==> config.mk <==
export PLATFORM = sky130hd
export DESIGN_NAME = rom_fetch_responder
export DESIGN_NICKNAME = d
export VERILOG_FILES = /design/src/rtl/rom_fetch_pkg.sv /design/src/rtl/rom_table.sv /design/src/rtl/rom_fetch_responder.sv
export SDC_FILE = /design/constraint.sdc
export NUM_CORES = 1
export LEC_CHECK = 0
export ABC_AREA = 0
export CAP_MARGIN = 20
export CORE_MARGIN = 2
export CORE_UTILIZATION = 40
export DETAILED_ROUTE_END_ITERATION = 8
export GPL_TIMING_DRIVEN = 0
export HOLD_SLACK_MARGIN = 0.15
export PLACE_DENSITY = 0.71
export SLEW_MARGIN = 15
export SYNTH_ARGS = -nofsm -noshare
export SYNTH_HDL_FRONTEND = slang
export SYNTH_HIERARCHICAL = 1
export SYNTH_SLANG_ARGS = --single-unit
==> constraint.sdc <==
create_clock -name CP -period 1.1 [get_ports CP]
set_input_delay 0.22 -clock CP [delete_from_list [all_inputs] [get_ports CP]]
set_output_delay 0.22 -clock CP [all_outputs]
set_load 0.02 [all_outputs]
==> src/rtl/rom_fetch_pkg.sv <==
// Shared types, default widths and ROM contents for the ROM fetch responder.
package rom_fetch_pkg;

  localparam int unsigned ADDR_W_DEF = 4;
  localparam int unsigned DATA_W_DEF = 8;
  localparam int unsigned DEPTH_DEF  = 16;
  localparam int unsigned ROM_WORDS  = 16;
  localparam int unsigned WORD_W     = 8;

  typedef enum logic [1:0] {
    IDLE = 2'd0,
    WAIT = 2'd1,
    RESP = 2'd2
  } state_t;

  // Instruction image; words 0 and 1 have even and odd parity respectively.
  localparam logic [WORD_W-1:0] ROM_INIT [ROM_WORDS] = '{
    8'h3C, 8'hB5, 8'h01, 8'h12, 8'h23, 8'h5A, 8'h67, 8'h78,
    8'h89, 8'h9A, 8'hAB, 8'hC4, 8'hD5, 8'hE6, 8'hF7, 8'hFF
  };

  // Word at index idx, zero beyond the populated image.
  function automatic logic [WORD_W-1:0] rom_word(input int unsigned idx);
    logic [WORD_W-1:0] word;
    word = '0;
    if (idx < ROM_WORDS) word = ROM_INIT[idx[3:0]];
    return word;
  endfunction

endpackage

==> src/rtl/rom_table.sv <==
// Combinational ROM lookup: address -> {err, data}; out-of-range reads return zero.
module rom_table
  import rom_fetch_pkg::*;
#(
  parameter int unsigned ADDR_W = ADDR_W_DEF,
  parameter int unsigned DATA_W = DATA_W_DEF,
  parameter int unsigned DEPTH  = DEPTH_DEF
) (
  input  logic [ADDR_W-1:0] addr,
  output logic [DATA_W-1:0] data_c,
  output logic              err_c
);

  // Range check, then fetch the word when in range.
  always_comb begin
    err_c  = (32'(addr) >= DEPTH);
    data_c = '0;
    if (!err_c) data_c = DATA_W'(rom_word(32'(addr)));
  end

endmodule

==> src/rtl/rom_fetch_responder.sv <==
// ROM fetch responder: grants one address request at a time, waits WAIT_STATES
// cycles, then holds the looked-up word until the consumer takes it.
// Optional feature macro: ROM_PARITY_EN adds the registered out_parity output.
module rom_fetch_responder
  import rom_fetch_pkg::*;
#(
  parameter int unsigned ADDR_W      = ADDR_W_DEF,
  parameter int unsigned DATA_W      = DATA_W_DEF,
  parameter int unsigned DEPTH       = DEPTH_DEF,
  parameter int unsigned WAIT_STATES = 0
) (
  input  logic              CP,
  input  logic              RST_N,
  input  logic              in_req,
  input  logic [ADDR_W-1:0] in_addr_ROM,
  output logic              out_gnt,
  output logic              out_valid,
  input  logic              in_ready,
  output logic [DATA_W-1:0] out_data_ROM,
  output logic              out_err
`ifdef ROM_PARITY_EN
  ,
  output logic              out_parity
`endif
);

  localparam int unsigned      CNT_W        = 4;
  localparam logic [CNT_W-1:0] WAIT_LOAD    = (WAIT_STATES > 0) ? CNT_W'(WAIT_STATES - 1) : '0;
  localparam state_t           ACCEPT_STATE = (WAIT_STATES > 0) ? WAIT : RESP;
  localparam bit               DIRECT_RESP  = (WAIT_STATES == 0);

  state_t            state;
  logic [CNT_W-1:0]  wait_cnt;
  logic [ADDR_W-1:0] addr_q;
  logic              accept;
  logic              load_resp;
  logic [ADDR_W-1:0] lookup_addr;
  logic [DATA_W-1:0] tbl_data;
  logic              tbl_err;

  // Grant whenever idle, or when the held response is being taken this cycle.
  assign out_gnt     = RST_N & ((state == IDLE) | ((state == RESP) & in_ready));
  assign accept      = in_req & out_gnt;
  // Response registers load on the last wait cycle, or directly on accept with no wait states.
  assign load_resp   = ((state == WAIT) & (wait_cnt == '0)) | (accept & DIRECT_RESP);
  // In WAIT the latched address is looked up; otherwise the address being accepted.
  assign lookup_addr = (state == WAIT) ? addr_q : in_addr_ROM;

  rom_table #(
    .ADDR_W (ADDR_W),
    .DATA_W (DATA_W),
    .DEPTH  (DEPTH)
  ) u_rom_table (
    .addr   (lookup_addr),
    .data_c (tbl_data),
    .err_c  (tbl_err)
  );

  // FSM, wait counter, address latch and registered response outputs.
  always_ff @(posedge CP or negedge RST_N) begin
    if (!RST_N) begin
      state        <= IDLE;
      wait_cnt     <= '0;
      addr_q       <= '0;
      out_valid    <= 1'b0;
      out_data_ROM <= '0;
      out_err      <= 1'b0;
`ifdef ROM_PARITY_EN
      out_parity   <= 1'b0;
`endif
    end else begin
      unique case (state)
        IDLE:    if (accept) state <= ACCEPT_STATE;
        WAIT:    if (wait_cnt == '0) state <= RESP;
        RESP:    if (in_ready) state <= accept ? ACCEPT_STATE : IDLE;
        default: state <= IDLE;
      endcase

      if (accept) begin
        addr_q   <= in_addr_ROM;
        wait_cnt <= WAIT_LOAD;
      end else if ((state == WAIT) && (wait_cnt != '0)) begin
        wait_cnt <= wait_cnt - CNT_W'(1);
      end

      if (load_resp) begin
        out_valid    <= 1'b1;
        out_data_ROM <= tbl_data;
        out_err      <= tbl_err;
`ifdef ROM_PARITY_EN
        out_parity   <= ^tbl_data;
`endif
      end else if (out_valid && in_ready) begin
        out_valid    <= 1'b0;
        out_data_ROM <= '0;
        out_err      <= 1'b0;
`ifdef ROM_PARITY_EN
        out_parity   <= 1'b0;
`endif
      end
    end
  end

endmodule

# After elaboration in Yosys (flattened, before gate mapping)
# Memory sizes are Yosys's and may differ from the RTL's.
# Index checks and enable logic that the tools add are counted.
[totals] regBits=20 rom_bits=128 inputBits=8 output_inout_bits=11 elab_cells=44 mem_count=1
[op_classes] addsub=1 order_cmp=1 eq_ne=5 n_mux=15 bitwise_logic=7 n_reduce_logical=8
[memory_table] memory="(name not given)" depth=16 width=8 rd=1 rd_ports_with_merged_regs=0 wr=0 line="rom_fetch_pkg.sv:26" rtl="if (idx < ROM_WORDS) word = ROM_INIT[idx[3:0]];"
[op_table] operator="8-bit two-way mux" count=4
[op_table] operator="4-bit two-way mux" count=3
[op_table] operator="2-bit two-way mux" count=4
[op_table] operator="2-bit one-hot mux with 3 select lines" count=1
[op_table] operator="5-bit greater-or-equal comparator, second input constant" count=1
[op_table] operator="4-bit inverter with 5-bit output" count=1
[op_table] operator="1-bit bitwise AND" count=4
[op_table] operator="4-bit zero test" count=1
[op_table] operator="2-bit != test, second input constant" count=2
[op_table] operator="2-bit nonzero test" count=2
[op_table] operator="4-bit nonzero test" count=1
[op_table] operator="4-bit by 1-bit subtractor with 4-bit output, second input constant" count=1
[op_table] operator="1-bit two-way mux" count=3
[op_table] operator="3-bit AND reduction" count=1
[op_table] operator="2-bit by 1-bit equality test with 1-bit output, second input constant" count=1
[op_table] operator="2-bit equality test, second input constant" count=1
[op_table] operator="1-bit logical AND" count=2
[op_table] operator="2-bit zero test" count=1
[op_table] operator="2-bit by 1-bit != test with 1-bit output, second input constant" count=1
[op_table] operator="1-bit OR" count=2

# Depth between registers and ports, before layout
# Gate-level depths: netlist of run 1.
[depth] ltp_word=8 mapped_depth=8 depth_no_buf=8

# Cells and area by module
# The synthesis of run 1 kept the hierarchy.
[by_module_without_submodules] module="rom_fetch_responder" instances=1 cells_per_inst=59 area_per_inst_um2=631.9 seq_area_each_um2=275.3
[by_module_without_submodules] module="rom_table" instances=1 cells_per_inst=41 area_per_inst_um2=314.1 seq_area_each_um2=0.0

# Worst setup path after synthesis of run 1
# No wires, ideal clock.
[synth_timing] kind="input -> register" from="in in_addr_ROM[0]" to="reg out_data_ROM[1]" setup_ns=0.123 arrival_ns=1.511 required_time_ns=0.977 setup_slack_ns=-0.534 cell_stages=5 path_buffers=0 cell_sequence="inv_1 > ha_1 > mux4_1 > or2_0 > o221a_1"
[synth_between] elab_chain_cells=6
[synth_rtl] item="from (decl)" line="rom_fetch_responder.sv:15" rtl="input logic [ADDR_W-1:0] in_addr_ROM,"
[synth_rtl] item="4-bit two-way mux" line="rom_fetch_responder.sv:47" rtl="assign lookup_addr = (state == WAIT) ? addr_q : in_addr_ROM;"
[synth_rtl] item="4-bit inverter with 5-bit output (not written as such)" line="rom_fetch_pkg.sv:26"
[synth_rtl] item="memory 16 x 8 bit"
[synth_rtl] item="8-bit two-way mux (not written as such) (2 in a row)" line="rom_fetch_pkg.sv:26"
[synth_rtl] item="net tbl_data[1]" line="rom_fetch_responder.sv:38" rtl="logic [DATA_W-1:0] tbl_data;"
[synth_rtl] item="8-bit two-way mux" line="rom_fetch_responder.sv:86" rtl="if (load_resp) begin"
[synth_rtl] item="to (signal assigned)" line="rom_fetch_responder.sv:88" rtl="out_data_ROM <= tbl_data;"
[synth_rtl] item="to (decl)" line="rom_fetch_responder.sv:19" rtl="output logic [DATA_W-1:0] out_data_ROM,"
# The timed path passes the listed nets, and every way through them passes these cells. The select of a mux whose other input is x is not followed.
# A chain may end at the register's enable or synchronous reset.

# Final worst setup path of run 1
# Same ends and word-level chain as after synthesis.

==> results of run 1 <==
-- cell type report --
cell class,instances,area share
plain buffers,7,0.04939
clock buffers,4,0.01820
inverters,9,0.03726
multi-input cells,75,0.5087
flip-flops and latches,11,0.1906
well taps,28,0.02426
repair buffers,30,0.1716
-- flip-flops by register name, summed over array words and instances (netlist names) --
name and count:
out_data_ROM 8, state 1, out_valid 1, out_err 1
-- per-stage QoR --
step,worst slack [ns],util,hold slack (ns)
after floorplan,-0.3092,-,-0.07559
after global placement,-1.376,0.5585,0.4983
after detailed placement,-1.399,0.5585,0.5216
after CTS,-0.2456,0.5871,0.4650
after global routing,-0.2478,0.6465,0.4204
final,-0.2525,0.6465,0.4038
-- kinds of logic (layout without fill, tap and decap cells) --
group | Yosys count | after routing | share of synthesized area
AND/OR/NAND/NOR | 27 | 27 | 0.1878
adder cells (fa/ha/maj) | 8 | 8 | 0.1058
AO/OA/AOI/OAI | 35 | 37 | 0.2804
multiplexers | 2 | 2 | 0.05556
flip-flops | 11 | 11 | 0.2910
buffers and inverters | 16 | 50 | 0.07540
other | 1 | 1 | 0.003964
-- timing repair --
item / in CTS / in global routing
hold buffers: 1 / 0
resized for setup: 82 / 35
cloned: 0 / 2
pin swaps: 1 / 13
hold endpoints to repair: 11 / 0
buffers inserted: 8 / 4
endpoints found under the setup margin: 22 / 11
-- tightest hold or removal path, stage by stage --
cell                       delay (ns)
sky130_fd_sc_hd__clkbuf_2        0.21
sky130_fd_sc_hd__o21ai_1         0.10
sky130_fd_sc_hd__o221a_1         0.11
-- power groups by stage --
stage	Sequential [mW]	Combinational (mW)	Clock (mW)
3_3_place_gp	0.525	0.594	0
5_1_grt	0.530	0.689	0.308
6_report	0.522	0.641	0.280
2_1_floorplan	0.613	0.257	0
4_1_cts	0.519	0.577	0.285
3_5_place_dp	0.530	0.605	0
-- final timing paths --
| check | startpoint | cells past startpoint | slack [ns] | end |
|---|---|---|---|---|
| min in group asynchronous | RST_N | 2 | 0.57 | out_valid$_DFFE_PN0P_ |
| setup / recovery | in_addr_ROM[0] | 6 | -0.25 | out_data_ROM[1]$_DFFE_PN0P_ |
| hold / removal | in_ready | 3 | 0.40 | out_data_ROM[4]$_DFFE_PN0P_ |
| setup reg to reg | state[1]$_DFFE_PN0P_ | 4 | -0.01 | out_data_ROM[1]$_DFFE_PN0P_ |
| max in group asynchronous | RST_N | 2 | 0.19 | out_data_ROM[1]$_DFFE_PN0P_ |
| hold reg to reg | out_data_ROM[6]$_DFFE_PN0P_ | 1 | 0.55 | out_data_ROM[6]$_DFFE_PN0P_ |
-- placed cells by master, fill, tap and decap left out, types with 4 or more instances in the layout --
cell	instances
sky130_fd_sc_hd__or2_0	8
sky130_fd_sc_hd__buf_6	10
sky130_fd_sc_hd__o21ai_1	11
sky130_fd_sc_hd__and3b_1	9
sky130_fd_sc_hd__o21ai_2	4
sky130_fd_sc_hd__ha_4	5
sky130_fd_sc_hd__buf_4	8
sky130_fd_sc_hd__dfrtp_1	11
sky130_fd_sc_hd__inv_1	4
sky130_fd_sc_hd__o221a_1	9
sky130_fd_sc_hd__buf_2	11
-- per-layer routing --
metal | GRT usage | vias to the layer above
met5 | 0 | -
met3 | 0.01143 | 4
met2 | 0.3500 | 29
met4 | 0.1026 | 0
met1 | 0.2201 | 436
li1 | - | 441
==> impl_metrics.csv, run 1 <==
group,metric,value,unit
status,run_status,"finished with violations",
status,violated_checks,"negative setup slack",
final_layout,design.final.nets,153,
floorplanning,fp.coreArea,0.002233,mm^2
route,initial_detailed_routing_violation_count,13,
critical_path,critPathLaunchType,"primary input",
global_routing,global_route.overflow_total,0,
synthesis,mappedNetlistNets,116,
route,detailroute.wirelength.met3,99,um
clock_tree,root_buffer,"sky130_fd_sc_hd__clkbuf_4",
placement,dp_cells,146,
power_and_ir_drop,switching_power,0.5167,mW
route,post_route_wl,2.516,mm
route,wl_per_cell,15.34,um
synthesis,synth_top_cell_by_area,"sky130_fd_sc_hd__dfrtp_1",
sta,final_max_slew_viol_count,0,
final_layout,multi_input_comb_area,734.5,um^2
synthesis,synth_top_flop_cell,"sky130_fd_sc_hd__dfrtp_1",
critical_path,timing.critical_path.max_delay_family,"multiplexers",
placement,dpl_hpwl,1.567,mm
sta,totalNegativeSetupSlack,-0.8622,ns
synthesis,post_synth_most_frequent_cells,"sky130_fd_sc_hd__o21ai_0 (14), sky130_fd_sc_hd__dfrtp_1 (11), sky130_fd_sc_hd__and3b_1 (9), sky130_fd_sc_hd__o221a_1 (9)",
sta,timing.slew.headroom,0.6594,
global_routing,grt_util_all_layers,0.1918,
final_layout,nFillCells,201,
synthesis,synthMostInstantiatedCell,"sky130_fd_sc_hd__o21ai_0",
critical_path,worstPathBufferInverterCount,2,
route,drt_pre_antenna_iters,4,
route,met2WireLength,1.333,mm
clock_tree,clock_path_buffers,2,
global_routing,grt_first_pass_wirelength,3.857,mm
power_and_ir_drop,cellInternalPower,0.9258,mW
final_layout,antenna_cells,0,
clock_tree,clock_insertion_delay_worst_skew,0.27,ns
synthesis,yosys_warnings,6,
placement,detailed_place.area,0.001247,mm^2
route,detail_route.drc_violations,0,
critical_path,crit_path_max_fanout,8,
floorplanning,initial_core_utilization,0.4235,
synthesis,synth-edff-count,0,
sta,setup_ws,-0.2525,ns
placement,number_of_buffers_inserted_by_port_buffering,18,
sta,max_slew.worst_pin.slew,0.5093,ns
floorplanning,fp.dieW,52.63,um
power_and_ir_drop,worst_ir_drop_vdd,0.5625,mV
global_routing,antenna_found_initial,0,
critical_path,worst-endpoint-arrival,1.50,ns
clock_tree,cts-buffers-inserted,3,
worst_hold_path,hp-class,"in2reg",
critical_path,setup.worst_path.class,"in2reg",
synthesis,synth_seq_area_share,0.2910,
sta,final.period_utilization,1.230,
route,route.layer.met1.wl,1.043,mm
synthesis,top_area_cell_type_share_of_the_netlist_area,0.2910,
power_and_ir_drop,p_leak,0.6506,nW
final_layout,final_cell_count_no_fill,164,
floorplanning,floorplan.io_pins,19,
sta,hold_violations,0,
placement,place.gp.congestion,0.7952,
floorplanning,cell_rows,17,
synthesis,ys_ff_latch,11,
route,route.antenna.remaining_nets,0,
power_and_ir_drop,p_total,1.443,mW
clock_tree,clock_tree_from_tritoncts,"yes",
critical_path,crit_path_max_incr_delay,0.46,ns
final_layout,synthToLayoutAreaGrowth,52.65,%
power_and_ir_drop,seqPwrFrac,0.362,
sta,timing.fmax,739.4,MHz
critical_path,cp_data_required_time,1.25,ns
critical_path,crit_chain,"buf_12 > inv_8 > ha_4 > mux4_2 > or2_0 > o221a_1",
route,viasPerCell,5.549,
final_layout,post_route_cells_drive_above_1_share,0.4853,
run,cap_viol_max_count,0,
clock_tree,htree_levels,1,
global_routing,pin_count_of_the_biggest_net_entering_global_routing,12,
critical_path,timing.critical_path.to_type,"flip-flop",
floorplanning,die_h,52.63,um
route,total_vias_in_the_final_route,910,
synthesis,synthArstFlopShare,1.000,
power_and_ir_drop,combinationalPowerShare,0.444,
critical_path,slowest_stage,"sky130_fd_sc_hd__mux4_2",
synthesis,synthesized_instance_count,100,
synthesis,synth.lib_cells_used.distinct,26,
power_and_ir_drop,sw_frac_of_total,0.3582,
power_and_ir_drop,p_clk_frac,0.194,
final_layout,layout_cell_area_excl_fill,0.001444,mm^2
synthesis,avgSynthCellArea,9.459,um^2
sta,grt_setup_unrepaired,"true",
clock_tree,cts.sink_count,11,
global_routing,number_of_global_route_vias_before_repair,849,
clock_tree,clkTransAtPathRegs,0.07,ns
synthesis,synthTopCellsByArea,"sky130_fd_sc_hd__dfrtp_1 (29%), sky130_fd_sc_hd__o221a_1 (11%), sky130_fd_sc_hd__ha_1 (11%)",
sta,timing.final.setup_violations,7,
route,top_routing_layer_in_use,"met4",
sta,finClkSkew,0.002135,ns
power_and_ir_drop,power-per-cell-area,999.1,mW/mm^2
final_layout,register_area,275.3,um^2
synthesis,syn-cell-area,945.9,um^2
sta,period_needed,1.352,ns
floorplanning,die_area,0.002770,mm^2
Power figures use the tool's default switching activity.
==> run 2: changes to the inputs <==
--- a/config.mk
+++ b/config.mk
@@ -12,7 +12,7 @@
 export DETAILED_ROUTE_END_ITERATION = 8
 export GPL_TIMING_DRIVEN = 0
 export HOLD_SLACK_MARGIN = 0.15
-export PLACE_DENSITY = 0.71
+export PLACE_DENSITY = 0.74
 export SLEW_MARGIN = 15
 export SYNTH_ARGS = -nofsm -noshare
 export SYNTH_HDL_FRONTEND = slang
==> impl_metrics.csv, run 2 (synthesis gave the netlist of run 1 again) <==
group,metric,value,unit
sta,period_needed,1.318,ns
final_layout,mostFrequentLayoutCells,"sky130_fd_sc_hd__buf_4 (11), sky130_fd_sc_hd__o21ai_1 (11), sky130_fd_sc_hd__dfrtp_1 (11)",
floorplanning,fp.coreArea,0.002233,mm^2
clock_tree,htree_levels,1,
final_layout,antenna_cells,0,
global_routing,global_route.overflow_total,0,
sta,hold_violations,0,
route,post_route_wl,2.477,mm
status,violated_checks,"negative setup slack",
clock_tree,clock_insertion_delay_worst_skew,0.26,ns
global_routing,grt_util_all_layers,0.1730,
placement,number_of_buffers_inserted_by_port_buffering,18,
floorplanning,initial_core_utilization,0.4235,
sta,grt_setup_unrepaired,"true",
power_and_ir_drop,worst_ir_drop_vdd,0.6700,mV
final_layout,number_of_flip_flops_under_the_largest_register_name,8,
route,drt_pre_antenna_iters,4,
clock_tree,cts.sink_count,11,
sta,max_slew.worst_pin.slew,0.5181,ns
global_routing,antenna_found_initial,0,
global_routing,pin_count_of_the_biggest_net_entering_global_routing,12,
critical_path,critPathLaunchType,"primary input",
floorplanning,floorplan.io_pins,19,
final_layout,synthToLayoutAreaGrowth,49.47,%
floorplanning,die_area,0.002770,mm^2
route,wl_per_cell,15.29,um
critical_path,cp_data_required_time,1.25,ns
route,detail_route.drc_violations,0,
final_layout,largest_register,"out_data_ROM",
clock_tree,clkTransAtPathRegs,0.08,ns
final_layout,layout_cell_area_excl_fill,0.001414,mm^2
route,initial_detailed_routing_violation_count,21,
sta,totalNegativeSetupSlack,-0.7332,ns
clock_tree,clock_path_buffers,2,
final_layout,multi_input_comb_area,728.2,um^2
critical_path,r2r_setup_slack,0.06,ns
placement,place.gp.congestion,0.8169,
placement,detailed_place.area,0.001247,mm^2
floorplanning,cell_rows,17,
sta,timing.fmax,759.0,MHz
global_routing,grt_first_pass_wirelength,3.657,mm
critical_path,timing.critical_path.to_type,"flip-flop",
critical_path,crit_path_max_fanout,6,
route,total_vias_in_the_final_route,876,
power_and_ir_drop,power-per-cell-area,1011,mW/mm^2
final_layout,nFillCells,193,
worst_hold_path,hp-class,"in2reg",
sta,timing.final.setup_violations,6,
clock_tree,root_buffer,"sky130_fd_sc_hd__clkbuf_4",
run,cap_viol_max_count,0,
route,route.antenna.remaining_nets,0,
floorplanning,die_h,52.63,um
sta,setup_ws,-0.2175,ns
placement,place_worst_setup_slack,-1.408,ns
sta,final_max_slew_viol_count,0,
final_layout,register_area,275.3,um^2
power_and_ir_drop,p_leak,0.6423,nW
final_layout,post_route_cells_drive_above_1_share,0.4701,
sta,timing.slew.headroom,0.6534,
route,viasPerCell,5.407,
critical_path,worst-endpoint-arrival,1.46,ns
status,run_status,"finished with violations",
global_routing,number_of_global_route_vias_before_repair,770,
final_layout,design.final.nets,151,
sta,finClkSkew,0.002298,ns
critical_path,setup.worst_path.class,"in2reg",
clock_tree,clock_tree_from_tritoncts,"yes",
floorplanning,fp.dieW,52.63,um
sta,final.period_utilization,1.198,
clock_tree,cts-buffers-inserted,3,
==> run 2: worst paths after layout <==
kind                                              from                           to  cells past startpoint
setup / recovery                        in_addr_ROM[1]  out_data_ROM[1]$_DFFE_PN0P_                      6
hold / removal                                in_ready  out_data_ROM[2]$_DFFE_PN0P_                      3
hold reg to reg            out_data_ROM[4]$_DFFE_PN0P_  out_data_ROM[4]$_DFFE_PN0P_                      1
setup reg to reg                 out_valid$_DFFE_PN0P_  out_data_ROM[4]$_DFFE_PN0P_                      3
min in group asynchronous                        RST_N          out_err$_DFFE_PN0P_                      2
max in group asynchronous                        RST_N  out_data_ROM[6]$_DFFE_PN0P_                      2
==> run 2: layout make-up <==
type	count	share of cell area
Clock buffer	4	0.01858
Multi-Input combinational cell	75	0.5150
Timing Repair Buffer	28	0.1611
Buffer	7	0.04779
Inverter	9	0.03805
Sequential cell	11	0.1947
Tap cell	28	0.02478
==> run 2: repair_timing <==
item | in CTS | in global routing
resized for setup | 85 | 30
pin swaps | 3 | 16
buffers inserted | 5 | 3
gates cloned | 0 | 3
hold buffers | 1 | 0
endpoints found under the setup margin | 22 | 11
endpoints found under the hold margin | 11 | 0
==> run 2: per-layer routing <==
| layer | routed length (um) | global-route usage | part of all wire | vias up |
|---|---|---|---|---|
| li1 | - | - | - | 436 |
| met1 | 1064 | 0.2333 | 0.43 | 409 |
| met2 | 1274 | 0.3021 | 0.51 | 29 |
| met3 | 111 | 0 | 0.045 | 2 |
| met4 | 27 | 0.05128 | 0.011 | 0 |
| met5 | 0 | 0 | 0 | - |
==> run 2: per-stage QoR <==
| step | total power [mW] | cells | util | hold slack [ns] |
|---|---|---|---|---|
| finish | 1.430 | 162 | 0.6331 | 0.3901 |
| detailed placement | 1.131 | 146 | 0.5585 | 0.5068 |
| global placement | 1.115 | 146 | 0.5585 | 0.5041 |
| floorplan | 0.8699 | 100 | - | -0.07559 |
| CTS | 1.365 | 156 | 0.5798 | 0.4208 |
| global route | 1.508 | 162 | 0.6331 | 0.4176 |
==> run 2: report_power, final <==
| part | internal (mW) | switching, mW | total [mW] |
|---|---|---|---|
| combinational | 0.302 | 0.331 | 0.633 |
| sequential | 0.477 | 0.0426 | 0.520 |
| clock | 0.140 | 0.137 | 0.277 |
| total | 0.919 | 0.511 | 1.43 |
==> run 2: worst max-delay path, stage by stage <==
cell	delay [ns]
sky130_fd_sc_hd__buf_12	0.11
sky130_fd_sc_hd__inv_12	0.04
sky130_fd_sc_hd__ha_4	0.23
sky130_fd_sc_hd__mux4_2	0.45
sky130_fd_sc_hd__or2_0	0.21
sky130_fd_sc_hd__o221a_1	0.21
